File: src/rtl/instr_loader.sv
// ---------------------------------------------------------------------------
// instr_loader
//   Receives a byte-stream boot frame and writes it into instruction memory.
//   The processor is held while loading.
//   Frame: HDR_BYTE, word count N (16 bit, MSB first), N words of 4 bytes
//   (MSB first), then a checksum byte when INSTR_LOADER_CHECKSUM_EN is defined.
//
//   Optional feature macro: INSTR_LOADER_CHECKSUM_EN (enables the CSUM state
//   and the running XOR over the data bytes).
//
// Ports
//   clock      : sole clock, rising edge
//   reset      : synchronous, active-high
//   start      : pulse; re-arms the loader from DONE or ERROR
//   in_valid   : byte-stream valid
//   in_data    : byte-stream data
//   in_ready   : byte accepted on any cycle where in_valid && in_ready
//   mem_we     : one-cycle write strobe per assembled word
//   mem_addr   : word address of the current write
//   mem_wdata  : instruction word being written
//   cpu_hold   : processor frozen while high (every state except DONE)
//   load_done  : level, frame loaded successfully
//   load_error : level, frame rejected
//   dbg_state  : current FSM state encoding
//
// Handshake: a byte transfers on a rising edge where in_valid and in_ready are
// both high; in_ready depends only on the FSM state, never on in_valid.
// ---------------------------------------------------------------------------
module instr_loader #(
   parameter int         ADDR_W   = 10,
   parameter logic [7:0] HDR_BYTE = 8'hA5
) (
   input  logic              clock,
   input  logic              reset,
   input  logic              start,
   input  logic              in_valid,
   input  logic [7:0]        in_data,
   output logic              in_ready,
   output logic              mem_we,
   output logic [ADDR_W-1:0] mem_addr,
   output logic [31:0]       mem_wdata,
   output logic              cpu_hold,
   output logic              load_done,
   output logic              load_error,
   output logic [2:0]        dbg_state
);

   typedef enum logic [2:0] {
      IDLE   = 3'd0,
      CNT_HI = 3'd1,
      CNT_LO = 3'd2,
      DATA   = 3'd3,
`ifdef INSTR_LOADER_CHECKSUM_EN
      CSUM   = 3'd4,
`endif
      DONE   = 3'd5,
      ERROR  = 3'd6
   } state_t;

   // State entered once the last data byte (or a zero count) is seen.
`ifdef INSTR_LOADER_CHECKSUM_EN
   localparam state_t END_STATE = CSUM;
`else
   localparam state_t END_STATE = DONE;
`endif

   // Largest legal word count; the index register is 17 bits wide so it can
   // reach this value after the last write without wrapping.
   localparam logic [16:0] MAX_WORDS = 17'(1) << ADDR_W;

   state_t      state, state_nx;
   logic [15:0] count;
   logic [16:0] word_idx;
   logic [1:0]  byte_cnt;
   logic [23:0] asm_word;   // first three bytes of the word in flight
`ifdef INSTR_LOADER_CHECKSUM_EN
   logic [7:0]  csum;
`endif

   logic        accept;
   logic [15:0] cnt_full;
   logic        last_word;

   assign accept    = in_valid && in_ready;
   assign cnt_full  = {count[15:8], in_data};
   assign last_word = (byte_cnt == 2'd3) && ((word_idx + 17'd1) == {1'b0, count});

   // Next-state and state-decoded outputs
   always_comb begin
      state_nx   = state;
      in_ready   = 1'b0;
      cpu_hold   = 1'b1;
      load_done  = 1'b0;
      load_error = 1'b0;
      case (state)
         IDLE: begin
            in_ready = 1'b1;
            if (accept && in_data == HDR_BYTE) state_nx = CNT_HI;
         end
         CNT_HI: begin
            in_ready = 1'b1;
            if (accept) state_nx = CNT_LO;
         end
         CNT_LO: begin
            in_ready = 1'b1;
            if (accept) begin
               if ({1'b0, cnt_full} > MAX_WORDS) state_nx = ERROR;
               else if (cnt_full == 16'd0)       state_nx = END_STATE;
               else                              state_nx = DATA;
            end
         end
         DATA: begin
            in_ready = 1'b1;
            if (accept && last_word) state_nx = END_STATE;
         end
`ifdef INSTR_LOADER_CHECKSUM_EN
         CSUM: begin
            in_ready = 1'b1;
            if (accept) state_nx = (in_data == csum) ? DONE : ERROR;
         end
`endif
         DONE: begin
            cpu_hold  = 1'b0;
            load_done = 1'b1;
            if (start) state_nx = IDLE;
         end
         ERROR: begin
            load_error = 1'b1;
            if (start) state_nx = IDLE;
         end
         default: state_nx = IDLE;
      endcase
   end

   assign dbg_state = state;

   // State register and datapath
   always_ff @(posedge clock) begin
      if (reset) begin
         state     <= IDLE;
         count     <= '0;
         word_idx  <= '0;
         byte_cnt  <= '0;
         asm_word  <= '0;
         mem_we    <= 1'b0;
         mem_addr  <= '0;
         mem_wdata <= '0;
`ifdef INSTR_LOADER_CHECKSUM_EN
         csum      <= '0;
`endif
      end else begin
         state  <= state_nx;
         mem_we <= 1'b0;
         case (state)
            IDLE: begin
               // Fresh frame: clear everything left from an abandoned one.
               if (accept && in_data == HDR_BYTE) begin
                  count    <= '0;
                  word_idx <= '0;
                  byte_cnt <= '0;
`ifdef INSTR_LOADER_CHECKSUM_EN
                  csum     <= '0;
`endif
               end
            end
            CNT_HI: if (accept) count[15:8] <= in_data;
            CNT_LO: if (accept) count[7:0]  <= in_data;
            DATA: begin
               if (accept) begin
                  asm_word <= {asm_word[15:0], in_data};
                  byte_cnt <= byte_cnt + 2'd1;
`ifdef INSTR_LOADER_CHECKSUM_EN
                  csum     <= csum ^ in_data;
`endif
                  if (byte_cnt == 2'd3) begin
                     mem_we    <= 1'b1;
                     mem_wdata <= {asm_word, in_data};
                     mem_addr  <= word_idx[ADDR_W-1:0];
                     word_idx  <= word_idx + 17'd1;
                  end
               end
            end
            DONE, ERROR: begin
               if (start) begin
                  count    <= '0;
                  word_idx <= '0;
                  byte_cnt <= '0;
`ifdef INSTR_LOADER_CHECKSUM_EN
                  csum     <= '0;
`endif
               end
            end
            default: ;
         endcase
      end
   end

endmodule

File: config.mk
export PLATFORM = sky130hd
export DESIGN_NAME = instr_loader
export DESIGN_NICKNAME = d
export VERILOG_FILES = /design/src/rtl/instr_loader.sv
export SDC_FILE = /design/constraint.sdc
export NUM_CORES = 1
export LEC_CHECK = 0
export ABC_AREA = 1
export CORE_AREA = 2 2 102 104
export DETAILED_ROUTE_END_ITERATION = 10
export DIE_AREA = 0 0 104 106
export PLACE_DENSITY_LB_ADDON = 0.05
export SLEW_MARGIN = 15
export SYNTH_ARGS = -nofsm -noshare
export SYNTH_HDL_FRONTEND = slang
export SYNTH_SLANG_ARGS = --single-unit
File: constraint.sdc
create_clock -name clock -period 2.2 [get_ports clock]
set_input_delay 0.44 -clock clock [delete_from_list [all_inputs] [get_ports clock]]
set_output_delay 0.44 -clock clock [all_outputs]
set_load 0.05 [all_outputs]
; ---- Word-level counts from Yosys, hierarchy flattened
; Index checks and enable logic that the tools add are counted.
[totals]
register_bits = 105
[op_classes]
bitwise = 2
n_mux = 27
n_reduce_logical = 19
order_cmp = 1
eq_ne = 15
n_addsub = 2
[op_table]
columns = operator, count
row1 = $mux 17, 4
row2 = $pmux 17 s3, 1
row3 = $pmux 8 s3, 2
row4 = $mux 16, 2
row5 = $mux 3, 7
row6 = $add 17x1->17 const B, 1
row7 = $eq 17x16->1, 1
row8 = $gt 16x11->1 const B, 1
row9 = $logic_not 16->1, 1
row10 = $pmux 3 s5, 1
row11 = $ne 2x2->1 const B, 6
row12 = $reduce_and 4->1, 3
row13 = $reduce_and 5->1, 2
row14 = $reduce_bool 3->1, 3
row15 = $eq 8x8->1 const B, 1
row16 = $mux 8, 1
row17 = $eq 3x2->1 const B, 2
row18 = $eq 3x3->1 const B, 2
row19 = $mux 2, 3
row20 = $pmux 2 s3, 1
row21 = $mux 1, 5
row22 = $logic_and 1x1->1, 4
row23 = $reduce_or 4->1, 1
row24 = $eq 3x1->1 const B, 1
row25 = other kinds (9), 10

; ---- Logic depth before layout (Yosys ltp)
[depth]
ltp_word = 7
mapped_depth = 17
depth_no_buf = 17

; ---- Worst setup path before layout
; No wires, ideal clock.
[synth_path]
path_type = reg2out
from = register state[2] (netlist: dbg_state[2])
to = output cpu_hold
stages_incl_launch_ff = 5
path_buffers = 1
slack_ns = -0.652
arrival_ns = 2.412
required_ns = 1.760
cell_sequence = dfxtp_1 > buf_2 > inv_1 > nor2_1 > inv_1
[synth_between]
elab_chain_len = 2
[synth_lines]
columns = element, line_no
row1 = from (decl), 71  ; state_t state, state_nx;
row2 = from (signal assigned), 152  ; state <= state_nx;
row3 = $eq 3x3->1, 95  ; case (state)
row4 = $mux 1, 95
row5 = to (decl), 42  ; output logic cpu_hold,
; Every way passes these cells.

; ---- Worst setup path after layout
[layout_path]
from = input in_data[5]
to = register word_idx[11]
[layout_between]
elab_chain_len = 4
[layout_lines]
columns = element, line_no
row1 = from (decl), 37  ; input logic [7:0] in_data,
row2 = $eq 8x8->1, 157  ; if (accept && in_data == HDR_BYTE) begin
row3 = $logic_and 1x1->1, 157
row4 = $ne 2x2->1 (no source line), --
row5 = $reduce_and 5->1 (no source line), --
row6 = to (signal assigned), 179  ; word_idx <= word_idx + 17'd1;
row7 = to (decl), 73  ; logic [16:0] word_idx;
; Every way passes these cells.
; A chain may end at the register's enable or synchronous reset.

==> summary.txt <==
Clock network
  – Root buffer cell: clkbuf_8
  – Maximum root-to-sink buffer count: 2
  – Hold_buf cts: 0
  – Clock Pin Slew Worst Setup and Hold Paths: 0.12 ns
  – Worst skew pair latency: 0.38 ns
  – CTS sink cnt: 105
  – H-tree Lvls: 3
  – Total CTS buffers: 9
  – TritonCTS clock tree: yes

Placed design
  – Post-place setup slack: -0.613 ns
  – # port buffers: 61
  – Placed insts: 902
  – Routability Congestion: 0.868
  – Detailed Place HPWL: 9900 um

Timing
  – Setup violations, final: 0
  – Min Tclk post-route: 2.19 ns
  – Final Worst Setup Slack: 0.0146 ns
  – Max Slew Vio Count: 0
  – Slew @ Worst Pin: 0.518 ns
  – Worst rel slew slack: 65.4%
  – Final clock skew: 0.0150 ns
  – Final Hold Fails: 0
  – Max Fclk: 458 MHz
  – Setup TNS: 0 ns
  – Final period util: 99.3%

Setup path
  – Flop-to-flop setup slack: 0.18 ns
  – Crit path buf inv count: 4
  – CP required: 2.47 ns
  – Worst R2R Start: byte_cnt[0]
  – Slowest cell on crit path: clkdlybuf4s50_1
  – Crit path capture type: register
  – Crit Path Max Fanout: 6
  – Setup crit start kind: input pin
  – Crit-path cells: clkdlybuf4s50_1, inv_2, nor3_4, nand2_1, o21ai_2, nand2_2, a21oi_4, buf_4, inv_6, a31oi_1, a211oi_2
  – Kind of cell adding the most delay to the critical path: buffers and inverters
  – Max incr delay on CP: 0.49 ns
  – CP Class: input pin to register
  – WP data arrival: 2.46 ns
  – Register-to-Register Path Depth: 15
  – Reg2Reg Capture Point: dbg_state[0]

Synthesis
  – Mapped Area: 4850 um^2
  – Post-Synthesis Cells: 684
  – Top cell type's share of synthesized area: 43.3%
  – Post-Syn Area per Cell: 7.09 um^2
  – Most frequent cell after synthesis: nand2_1
  – Synth warnings: 0
  – Synth Net Count: 698
  – Post-synth top flop: dfxtp_1
  – #FFs+latches synth: 105
  – Post-synth top area cell: dfxtp_1
  – Ys async rst share: 0%
  – Area contributors post-synth: dfxtp_1 (43%), nand2_1 (15%), a21oi_1 (8.3%), nor2_1 (5.5%), inv_1 (4.6%)
  – Post-synth EDFFs: 0
  – Sequential area share after synthesis: 43.3%
  – Top cells by count, synth: nand2_1 (188), dfxtp_1 (105), a21oi_1 (80), nor2_1 (71), inv_1 (60)
  – Cell variety after synth: 31

Routing
  – Vias: 4794
  – 1st-iter DRT viols: 230
  – DRC: 0
  – DR pass1 iterations: 4
  – Via/cell ratio: 5.19
  – Avg WL per Cell: 15.0 um
  – Total wire length: 13800 um
  – Routed Antenna Nets: 0

Cells and area
  – Layout area overhead: 29.9%
  – Antenna diodes: 0
  – Post-Layout Cell Count: 923
  – Share of layout cells above drive strength 1: 17.2%
  – Final Util: 63.0%
  – Nets: 796

GRT
  – Vias in the first global route: 4695
  – Pin count of the biggest net entering global routing: 36
  – Total Routing Usage GR: 24.8%
  – Initial antenna violation count: 0
  – First-pass GRT wire length: 22100 um
  – Grt ovf: 0

Floorplanning
  – Row count: 37
  – Die width: 104 um
  – Die footprint: 11000 um^2
  – Die Y: 106 um
  – Core Area: 10000 um^2
  – IO Count: 62
  – Initial cell density of the core: 48.5%

Pwr
  – Power Total: 6860 uW
  – Leak pwr: 0.00246 uW
  – Max IR drop VDD: 0.400 mV
  – P per Cell Area: 1090 nW/um^2

Hold path
  – Hold path endpoint: mem_wdata[6]
  – Hold Crit Class: register to register
  – Hold path cells: 2
  – Hold_sp: mem_wdata[6]

Outcome
  – Status: finished clean

Job
  – Max-cap viol count: 0
-- final cells by class --
cell class                 count  area (um^2)
multi-input combinational    482         2460
timing repair buffer         117         1040
inverter                      65          256
clock inverter                 7          124
fill                         951         3700
clock buffer                   9          124
tap                          136          170
timing repair inverter         2         17.5
sequential                   105         2110
-- worst max-delay path by stage --
stage               depth (start not counted)      endpoint  slack [ns]         start
floorplan                                   9      count[6]        0.03  dbg_state[2]
global placement                           11   word_idx[1]       -0.55    in_data[5]
detailed placement                         11   word_idx[1]       -0.61    in_data[7]
CTS                                        11  word_idx[15]      -0.001    in_data[7]
global route                               11   byte_cnt[0]       -0.07    in_data[0]
finish                                     11  word_idx[11]        0.01    in_data[5]
-- tightest hold or removal path, cell delays in order, from the launching register on --
cell and delay [ns]:
dfxtp_1 0.33, nand2_1 0.06, a21oi_1 0.05
-- stage by stage --
| stage | instance area [um^2] | hold WS (ns) |
|---|---|---|
| floorplan | 4870 | 0.441 |
| global placement | 5890 | 0.447 |
| detailed placement | 5890 | 0.454 |
| CTS | 6160 | 0.472 |
| global route | 6300 | 0.496 |
| finish | 6300 | 0.469 |
-- flip-flops by register name (all words and copies together) (netlist names) --
name and count:
asm_word 24, count 16, dbg_state 3, byte_cnt 2, word_idx 17, mem_wdata 32, mem_we 1, mem_addr 10
-- metal layers --
layer  routed length [um]  track usage (%)  up-vias  part of all wire, %
li1                     -                -     2447                    -
met1                 5980             29.6     2204                   43
met2                 6900             44.2      102                   50
met3                  457             3.19       41                  3.3
met4                  516             11.9        0                  3.7
met5                    0                0        -                    0
-- cells in the final DEF (no fill, tap or decap), drive strengths merged --
master / n
o21ai: 34
dlymetal6s2s: 1
nand4: 12
o211a: 1
a21oi: 81
clkdlybuf4s50: 55
clkbuf: 9
bufinv: 2
nor2: 75
o2111ai: 1
inv: 68
dfxtp: 105
xor2: 3
nand2: 188
nor3: 4
a22oi: 8
nand3: 37
nor4: 1
ha: 2
o211ai: 1
a31oi: 10
a211oi: 23
clkinv: 4
buf: 61
a21boi: 1
-- kinds of logic (layout without fill, tap and decap cells) --
| logic type | Yosys count | in the layout | synth area share (%) |
|---|---|---|---|
| simple gates | 317 | 317 | 27.1 |
| compound gates | 160 | 160 | 20.4 |
| flops | 105 | 105 | 43.3 |
| buf+inv | 97 | 200 | 8.12 |
| xor+xnor | 3 | 3 | 0.542 |
| fa+ha+maj | 2 | 2 | 0.516 |
-- where the power goes --
| group | total [uW] | switching (uW) | internal [uW] |
|---|---|---|---|
| Combinational | 3030 | 1870 | 1160 |
| Sequential | 2400 | 255 | 2140 |
| Clock | 1430 | 752 | 678 |
| Total | 6860 | 2880 | 3980 |
-- repair_timing --
item	in CTS	in global routing
pin swaps	0	5
resized for setup	4	34
cloned	0	2
setup buffers	1	3
endpoints found under the setup margin	28	28
No activity file was read; power rests on OpenSTA's default activity.
